**src/rtl/divider_hs_signed.sv**
```systemverilog
// Iterative restoring divider (radix 2^STEPS), unsigned or signed per operation,
// valid/ready on both sides, defined results for divide-by-zero and MIN / -1.
module divider_hs_signed #(
  parameter int WIDTH = 32,
  parameter int STEPS = 1
) (
  input  logic             clk,
  input  logic             rst_n,
  input  logic             flush,
  input  logic             in_valid,
  output logic             in_ready,
  input  logic             in_signed,
  input  logic [WIDTH-1:0] dividend,
  input  logic [WIDTH-1:0] divisor,
  output logic             out_valid,
  input  logic             out_ready,
  output logic [WIDTH-1:0] quotient,
  output logic [WIDTH-1:0] remainder,
  output logic             div_zero,
  output logic             overflow
);

  localparam int N  = WIDTH / STEPS;
  localparam int CW = (N > 1) ? $clog2(N) : 1;
  localparam logic [CW-1:0]    CNT_INIT = CW'(N - 1);
  localparam logic [WIDTH-1:0] MIN_V    = {1'b1, {(WIDTH-1){1'b0}}};

  typedef enum logic [1:0] {IDLE, CALC, FIX, DONE} state_t;

  state_t           state_q, state_d;
  logic [CW-1:0]    cnt_q, cnt_d;
  logic [WIDTH-1:0] quo_q, quo_d;
  logic [WIDTH-1:0] prem_q, prem_d;
  logic [WIDTH-1:0] dmag_q, dmag_d;
  logic             negq_q, negq_d, negr_q, negr_d, ovfp_q, ovfp_d;
  logic [WIDTH-1:0] quotient_q, quotient_d, remainder_q, remainder_d;
  logic             div_zero_q, div_zero_d, overflow_q, overflow_d;

  logic             accept, neg_a, neg_b;
  logic [WIDTH:0]   pr;
  logic [WIDTH-1:0] qq;

  assign in_ready  = (state_q == IDLE);
  assign out_valid = (state_q == DONE);
  assign quotient  = quotient_q;
  assign remainder = remainder_q;
  assign div_zero  = div_zero_q;
  assign overflow  = overflow_q;
  assign accept    = in_valid && in_ready && !flush;

  always_comb begin
    // quo_q holds the remaining dividend bits on the left and the quotient bits on the right
    pr = {1'b0, prem_q};
    qq = quo_q;
    for (int unsigned i = 0; i < STEPS; i++) begin
      pr = {pr[WIDTH-1:0], qq[WIDTH-1]};
      qq = {qq[WIDTH-2:0], 1'b0};
      if (pr >= {1'b0, dmag_q}) begin
        pr    = pr - {1'b0, dmag_q};
        qq[0] = 1'b1;
      end
    end
  end

  always_comb begin
    state_d     = state_q;
    cnt_d       = cnt_q;
    quo_d       = quo_q;
    prem_d      = prem_q;
    dmag_d      = dmag_q;
    negq_d      = negq_q;
    negr_d      = negr_q;
    ovfp_d      = ovfp_q;
    quotient_d  = quotient_q;
    remainder_d = remainder_q;
    div_zero_d  = div_zero_q;
    overflow_d  = overflow_q;
    neg_a       = in_signed & dividend[WIDTH-1];
    neg_b       = in_signed & divisor[WIDTH-1];
    case (state_q)
      IDLE: begin
        if (accept) begin
          div_zero_d = 1'b0;
          overflow_d = 1'b0;
          if (divisor == '0) begin
            quotient_d  = '1;
            remainder_d = dividend;
            div_zero_d  = 1'b1;
            state_d     = DONE;
          end else begin
            quo_d   = neg_a ? -dividend : dividend;
            dmag_d  = neg_b ? -divisor : divisor;
            prem_d  = '0;
            negq_d  = neg_a ^ neg_b;
            negr_d  = neg_a;
            ovfp_d  = in_signed && (dividend == MIN_V) && (divisor == '1);
            cnt_d   = CNT_INIT;
            state_d = CALC;
          end
        end
      end
      CALC: begin
        quo_d  = qq;
        prem_d = pr[WIDTH-1:0];
        cnt_d  = cnt_q - CW'(1);
        if (cnt_q == '0) state_d = FIX;
      end
      FIX: begin
        quotient_d  = negq_q ? -quo_q : quo_q;
        remainder_d = negr_q ? -prem_q : prem_q;
        overflow_d  = ovfp_q;
        state_d     = DONE;
      end
      DONE: begin
        if (out_ready) state_d = IDLE;
      end
      default: state_d = IDLE;
    endcase
    if (flush) begin
      state_d    = IDLE;
      div_zero_d = 1'b0;
      overflow_d = 1'b0;
    end
  end

  always_ff @(posedge clk or negedge rst_n) begin
    if (!rst_n) begin
      state_q     <= IDLE;
      cnt_q       <= '0;
      quo_q       <= '0;
      prem_q      <= '0;
      dmag_q      <= '0;
      negq_q      <= 1'b0;
      negr_q      <= 1'b0;
      ovfp_q      <= 1'b0;
      quotient_q  <= '0;
      remainder_q <= '0;
      div_zero_q  <= 1'b0;
      overflow_q  <= 1'b0;
    end else begin
      state_q     <= state_d;
      cnt_q       <= cnt_d;
      quo_q       <= quo_d;
      prem_q      <= prem_d;
      dmag_q      <= dmag_d;
      negq_q      <= negq_d;
      negr_q      <= negr_d;
      ovfp_q      <= ovfp_d;
      quotient_q  <= quotient_d;
      remainder_q <= remainder_d;
      div_zero_q  <= div_zero_d;
      overflow_q  <= overflow_d;
    end
  end

endmodule

```
**config.mk**
```make
export PLATFORM = sky130hd
export DESIGN_NAME = divider_hs_signed
export DESIGN_NICKNAME = d
export VERILOG_FILES = /design/src/rtl/divider_hs_signed.sv
export SDC_FILE = /design/constraint.sdc
export NUM_CORES = 1
export LEC_CHECK = 0
export ABC_AREA = 1
export CORE_MARGIN = 10
export CORE_UTILIZATION = 30
export CTS_CLUSTER_SIZE = 24
export DETAILED_ROUTE_END_ITERATION = 10
export DONT_BUFFER_PORTS = 1
export PLACE_DENSITY_LB_ADDON = 0.3
export SLEW_MARGIN = 20
export SYNTH_ARGS = -nofsm -noshare
export SYNTH_HDL_FRONTEND = slang
export SYNTH_SLANG_ARGS = --single-unit
```
**constraint.sdc**
```tcl
create_clock -name clk -period 4.89 [get_ports clk]
set_clock_uncertainty 0.05 [all_clocks]
set_input_delay 0.978 -clock clk [delete_from_list [all_inputs] [get_ports clk]]
set_output_delay 0.978 -clock clk [all_outputs]
set_load 0.01 [all_outputs]
```
After elaboration in Yosys (flattened, before gate mapping)
Index checks and enable logic that the tools add are counted.
{ "classes": {"n_addsub": 6, "reduce_logical": 19, "div_mod_pow": 0, "magnitude_cmp": 1, "shifts": 0, "mul": 0, "muxes": 34, "n_bitwise": 4, "eq_ne": 11} }
{ "op_table": {"columns": ["operator", "count"], "rows": [
  ["$mux 32", 13],
  ["$pmux 32 s2", 4],
  ["$neg 32->32", 4],
  ["$eq 32x32->1 const B", 2],
  ["$ge 33x32->1", 1],
  ["$logic_not 32->1", 1],
  ["$sub 32x32->32", 1],
  ["$reduce_and 3->1", 4],
  ["$mux 2", 5],
  ["$mux 5", 2],
  ["$pmux 5 s2", 1],
  ["$pmux 2 s4", 1],
  ["$reduce_bool 2->1", 4],
  ["$mux 1", 7],
  ["$ne 3x2->1 const B", 2],
  ["$logic_not 5->1", 1],
  ["$sub 5x1->5 const B", 1],
  ["$eq 2x2->1 const B", 2],
  ["$logic_and 1x1->1", 4],
  ["$ne 2x1->1 const B", 2],
  ["$reduce_and 2->1", 2],
  ["$ne 3x3->1 const B", 1],
  ["$reduce_bool 3->1", 1],
  ["$and 1x1->1", 2],
  ["7 further kinds", 7]
]} }
{ "word_totals": {"ramBits": 0, "ff_bits": 172, "memories": 0, "rom_bits": 0, "output_inout_bits": 68, "latch_bits": 0, "wordCells": 87, "in_bits": 70} }

Longest topological paths before layout
{ "logic_depth": {"depth_word": 6, "mapped_depth": 16, "ltp_nobuf": 16} }

Worst setup path after synthesis
No wires, ideal clock.
{ "synth_path": {"kind": "input -> register", "start": "in divisor[1]", "end": "reg quotient_q[13], in the netlist quotient[13]", "t_arrival_ns": 2.269, "t_required_ns": 4.714, "path_slack_ns": 2.446, "setup_ns": 0.126, "n_path_buf": 1, "path_stages": 10, "path_cell_list": "inv_1 -> ha_1 -> nand4_2 -> nor2_4 -> nand4_1 -> nand2_1 -> nand3_2 -> buf_4 -> nor2_4 -> a21oi_1"} }
{ "synth_between": {"elab_chain_len": 3} }
{ "synth_rtl": {"columns": ["element", "line", "text"], "rows": [
  ["start, declared", "14", "input logic [WIDTH-1:0] divisor,"],
  ["$logic_not 32->1", "85", "if (divisor == '0) begin"],
  ["$ne 2x1->1 (no line)", null, null],
  ["$reduce_and 3->1 (no line)", null, null],
  ["end signal, assigned", "149", "quotient_q <= quotient_d;"],
  ["end, declared", "36", "logic [WIDTH-1:0] quotient_q, quotient_d, remainder_q, remainder_d;"]
]} }
No other way between the ends.
A chain may end at the register's enable or synchronous reset.

Final worst setup path
{ "layout_path": {"start": "reg state_q[0]", "end": "reg quo_q[10]"} }
{ "layout_between": {"elab_chain_len": 5, "word_cells_on_any_way": 9, "classes_between": "eq/ne (3); mux (1); reduce/logical (5)"} }
{ "layout_rtl": {"columns": ["element", "line", "text"], "rows": [
  ["start, declared", "30", "state_t state_q, state_d;"],
  ["start signal, assigned", "141", "state_q <= state_d;"],
  ["$logic_not 2->1 (*)", "43", "assign in_ready = (state_q == IDLE);"],
  ["via in_ready", "11", "output logic in_ready,"],
  ["$logic_and 1x1->1 (2 in a row)", "49", "assign accept = in_valid && in_ready && !flush;"],
  ["$ne 2x1->1 (no line)", null, null],
  ["$reduce_and 3->1 (no line)", null, null],
  ["end signal, assigned", "143", "quo_q <= quo_d;"],
  ["end, declared", "32", "logic [WIDTH-1:0] quo_q, quo_d;"]
]} }
The timed path passes the listed nets; every way through them passes the cells marked *.

==> results.json <==
{
  "yosys.area.top_type_share_pct": 31.2,
  "crit_type": "reg2reg",
  "die-width_microns": 234,
  "cts_buffers": 17,
  "post-cts-setup-buffer-count": 0,
  "num-fill-cells": 5061,
  "seq_area_sq_um": 4300,
  "hold_buffers": 0,
  "fmax_mhz": 317,
  "core_sq_um": 45400,
  "drtIter0Drc": 1012,
  "syn_area_sq_um": 13800,
  "fin_setup_tns_ns": 0,
  "ant_nets": 0,
  "final_cells": 2763,
  "post_dp_cell_area_sq_um": 14300,
  "tightest_slew_ns": 1.03,
  "max_slew_margin_pct": 31.0,
  "io_pins": 138,
  "min-delay-path-class": "in2async",
  "vdd.ir_drop.worst_mv": 0.255,
  "hold_slack_ns": 0.149,
  "grt_util_met2_pct": 27.0,
  "nets": 2264,
  "finalCritPeriodShare_pct": 64.5,
  "clock_path_buffers": 2,
  "ys_warn_count": 0,
  "post-route-min-period_ns": 3.15,
  "yosys.area.top_type": "dfrtp_1",
  "hold_viol": 0,
  "place_inst": 2731,
  "ys_seq_area_share_pct": 31.2,
  "cap_violations": 0,
  "crit_fanout": 22,
  "ys.flop_type": "dfrtp_1",
  "crit_path_end_kind": "flip-flop",
  "area_delta_synth_final_pct": 7.85,
  "drive_above_1_share_pct": 3.75,
  "top_usage_layer": "met2",
  "status": "finished clean",
  "syn_nets": 2301,
  "die_area_sq_um": 54900,
  "yosys-top-cells-area": "dfrtp_1, nand2_1, nand3_1",
  "start_util_pct": 30.4,
  "ctsResizeCount": 0,
  "portBuffers": 0,
  "p_total_mw": 7.50,
  "grt_pass1_vias": 13400,
  "num_rows": 78,
  "drc_errors": 0,
  "multi_input_area_sq_um": 8040,
  "antenna_found_initial": 2,
  "htree_num_levels": 4,
  "vias_per_cell": 5.03,
  "clkTransAtPathRegs_ns": 0.09,
  "grt_usage_pct": 18.5,
  "grt_use_met3_pct": 5.73,
  "overflow": 0,
  "grt_max_degree": 173,
  "crit_path_start_kind": "flip-flop",
  "avgRoutedWirePerCell_microns": 18.3,
  "clkLatencyLatePin_ns": 0.48,
  "synth_edf_count": 0,
  "design_area_sq_um": 14900,
  "grt_use_met1_pct": 25.7,
  "grt_pass1_wl_microns": 78700,
  "leakage_nw": 7.56,
  "yosys.cell_types.count": 42,
  "syn_area_per_cell_sq_um": 6.30,
  "cts_num_sinks": 172,
  "synth-seq-cells": 172,
  "root_buffer": "clkbuf_16",
  "gp_congestion": 0.910,
  "setup_slack_ns": 1.74,
  "vias": 13900,
  "rsz0062_at_grt": "false",
  "cp.required_ns": 5.23,
  "wirelength_microns": 50700,
  "hpwlAfterDp_microns": 40500,
  "synthCells": 2187,
  "arrival_ns": 3.49,
  "finalCoreUtilization_pct": 32.7,
  "power_density_nw_per_um2": 505,
  "dp_slack_ns": 1.47,
  "cts_tree": "done",
  "setup_viol": 0,
  "slew_viol_final": 0,
  "async_flop_share_pct": 100,
  "die_height_microns": 234,
  "firstDrtPassIters": 7
}
cells by family after synthesis:
| family | Yosys count | share of synthesized area, % |
|---|---|---|
| buffers and inverters | 359 | 10.4 |
| AO/OA/AOI/OAI | 273 | 11.0 |
| flip-flops | 172 | 31.2 |
| XOR/XNOR | 69 | 4.39 |
| AND/OR/NAND/NOR | 1270 | 39.0 |
| adder cells (fa/ha/maj) | 44 | 4.05 |
where the power goes:
group | switching [mW] | internal (mW)
Sequential | 0.565 | 1.91
Combinational | 2.52 | 1.10
Clock | 0.681 | 0.722
Total | 3.77 | 3.73
cell type report:
| class | count | share of cell area, % |
|---|---|---|
| Antenna cell | 1 | 0.0168 |
| Clock buffer | 17 | 2.86 |
| Timing Repair Buffer | 9 | 0.455 |
| Sequential cell | 172 | 29.0 |
| Inverter | 294 | 7.43 |
| Multi-Input combinational cell | 1656 | 54.1 |
| Tap cell | 600 | 5.05 |
| Clock inverter | 14 | 1.07 |
synthesized netlist by cell type (33+ instances only):
| cell type | instances |
|---|---|
| nand2_1 | 721 |
| o211ai_1 | 41 |
| inv_1 | 285 |
| a21oi_1 | 69 |
| xor2_1 | 51 |
| nand4_1 | 43 |
| dfrtp_1 | 172 |
| ha_1 | 43 |
| nor2_1 | 220 |
| o21ai_1 | 33 |
| nand3_1 | 217 |
| o21ai_0 | 105 |
path summary, 6_finish.rpt:
path	startpoint	to	slack [ns]	depth (start not counted)
setup reg to reg	state_q[0]$_DFFE_PN0P_	quo_q[10]$_DFFE_PN0P_	1.74	8
max in group asynchronous	rst_n	dmag_q[12]$_DFFE_PN0P_	4.26	0
min in group clk	dmag_q[15]$_DFFE_PN0P_	dmag_q[15]$_DFFE_PN0P_	0.44	2
hold / removal	rst_n	remainder[9]$_DFFE_PN0P_	0.15	0
hold reg to reg	dmag_q[15]$_DFFE_PN0P_	dmag_q[15]$_DFFE_PN0P_	0.44	2
setup / recovery	state_q[0]$_DFFE_PN0P_	quo_q[10]$_DFFE_PN0P_	1.74	8
worst max-delay path: stages (launching register included):
cell      delay, ns
dfrtp_1        0.40
inv_1          0.11
ha_1           0.45
inv_2          0.13
nor3_2         0.30
nand2_2        0.22
nor2_2         0.82
inv_2          0.31
o211ai_1       0.28
sequential cells by signal, indices dropped and copies added (netlist names):
signal and cells:
cnt_q 5, div_zero 1, dmag_q 32, negq_q 1
negr_q 1, overflow 1, ovfp_q 1, prem_q 32
quo_q 32, quotient 32, remainder 32, state_q 2
cell usage in the layout, fill, tap and decap left out, types with 2 or more instances in the layout:
| master | synthesis | layout |
|---|---|---|
| inv_1 | 285 | 285 |
| nand2_1 | 721 | 721 |
| clkinv_1 | 2 | 2 |
| nor3_1 | 14 | 14 |
| or2_2 | 5 | 5 |
| xor2_1 | 51 | 51 |
| o21ai_1 | 33 | 33 |
| nand3_2 | 4 | 4 |
| xnor2_1 | 18 | 18 |
| a21oi_1 | 69 | 69 |
| nor4_1 | 3 | 3 |
| o21ai_0 | 105 | 105 |
| inv_2 | 7 | 7 |
| nand2_2 | 8 | 8 |
| o211ai_1 | 41 | 41 |
| a31oi_1 | 12 | 12 |
| o31ai_1 | 2 | 2 |
| clkinv_4 | 0 | 3 |
| inv_6 | 0 | 3 |
| nand3_1 | 217 | 217 |
| inv_8 | 0 | 3 |
| buf_4 | 3 | 9 |
| o22ai_1 | 5 | 5 |
| o21a_1 | 3 | 3 |
| clkinv_8 | 0 | 2 |
| ha_1 | 43 | 42 |
| nor2_2 | 9 | 9 |
| clkinv_2 | 0 | 2 |
| and2_1 | 6 | 6 |
| nand3b_1 | 11 | 11 |
| nor2_4 | 4 | 4 |
| clkbuf_16 | 0 | 17 |
| dfrtp_1 | 172 | 172 |
| nor2_1 | 220 | 220 |
| nand4_1 | 43 | 43 |
layer usage:
layer	share of wire [%]	vias to the layer above
met3	9.9	58
met1	46	6447
met2	41	462
met5	0.026	-
li1	-	6935
met4	2.4	2
(Power assumes the default switching activity.)
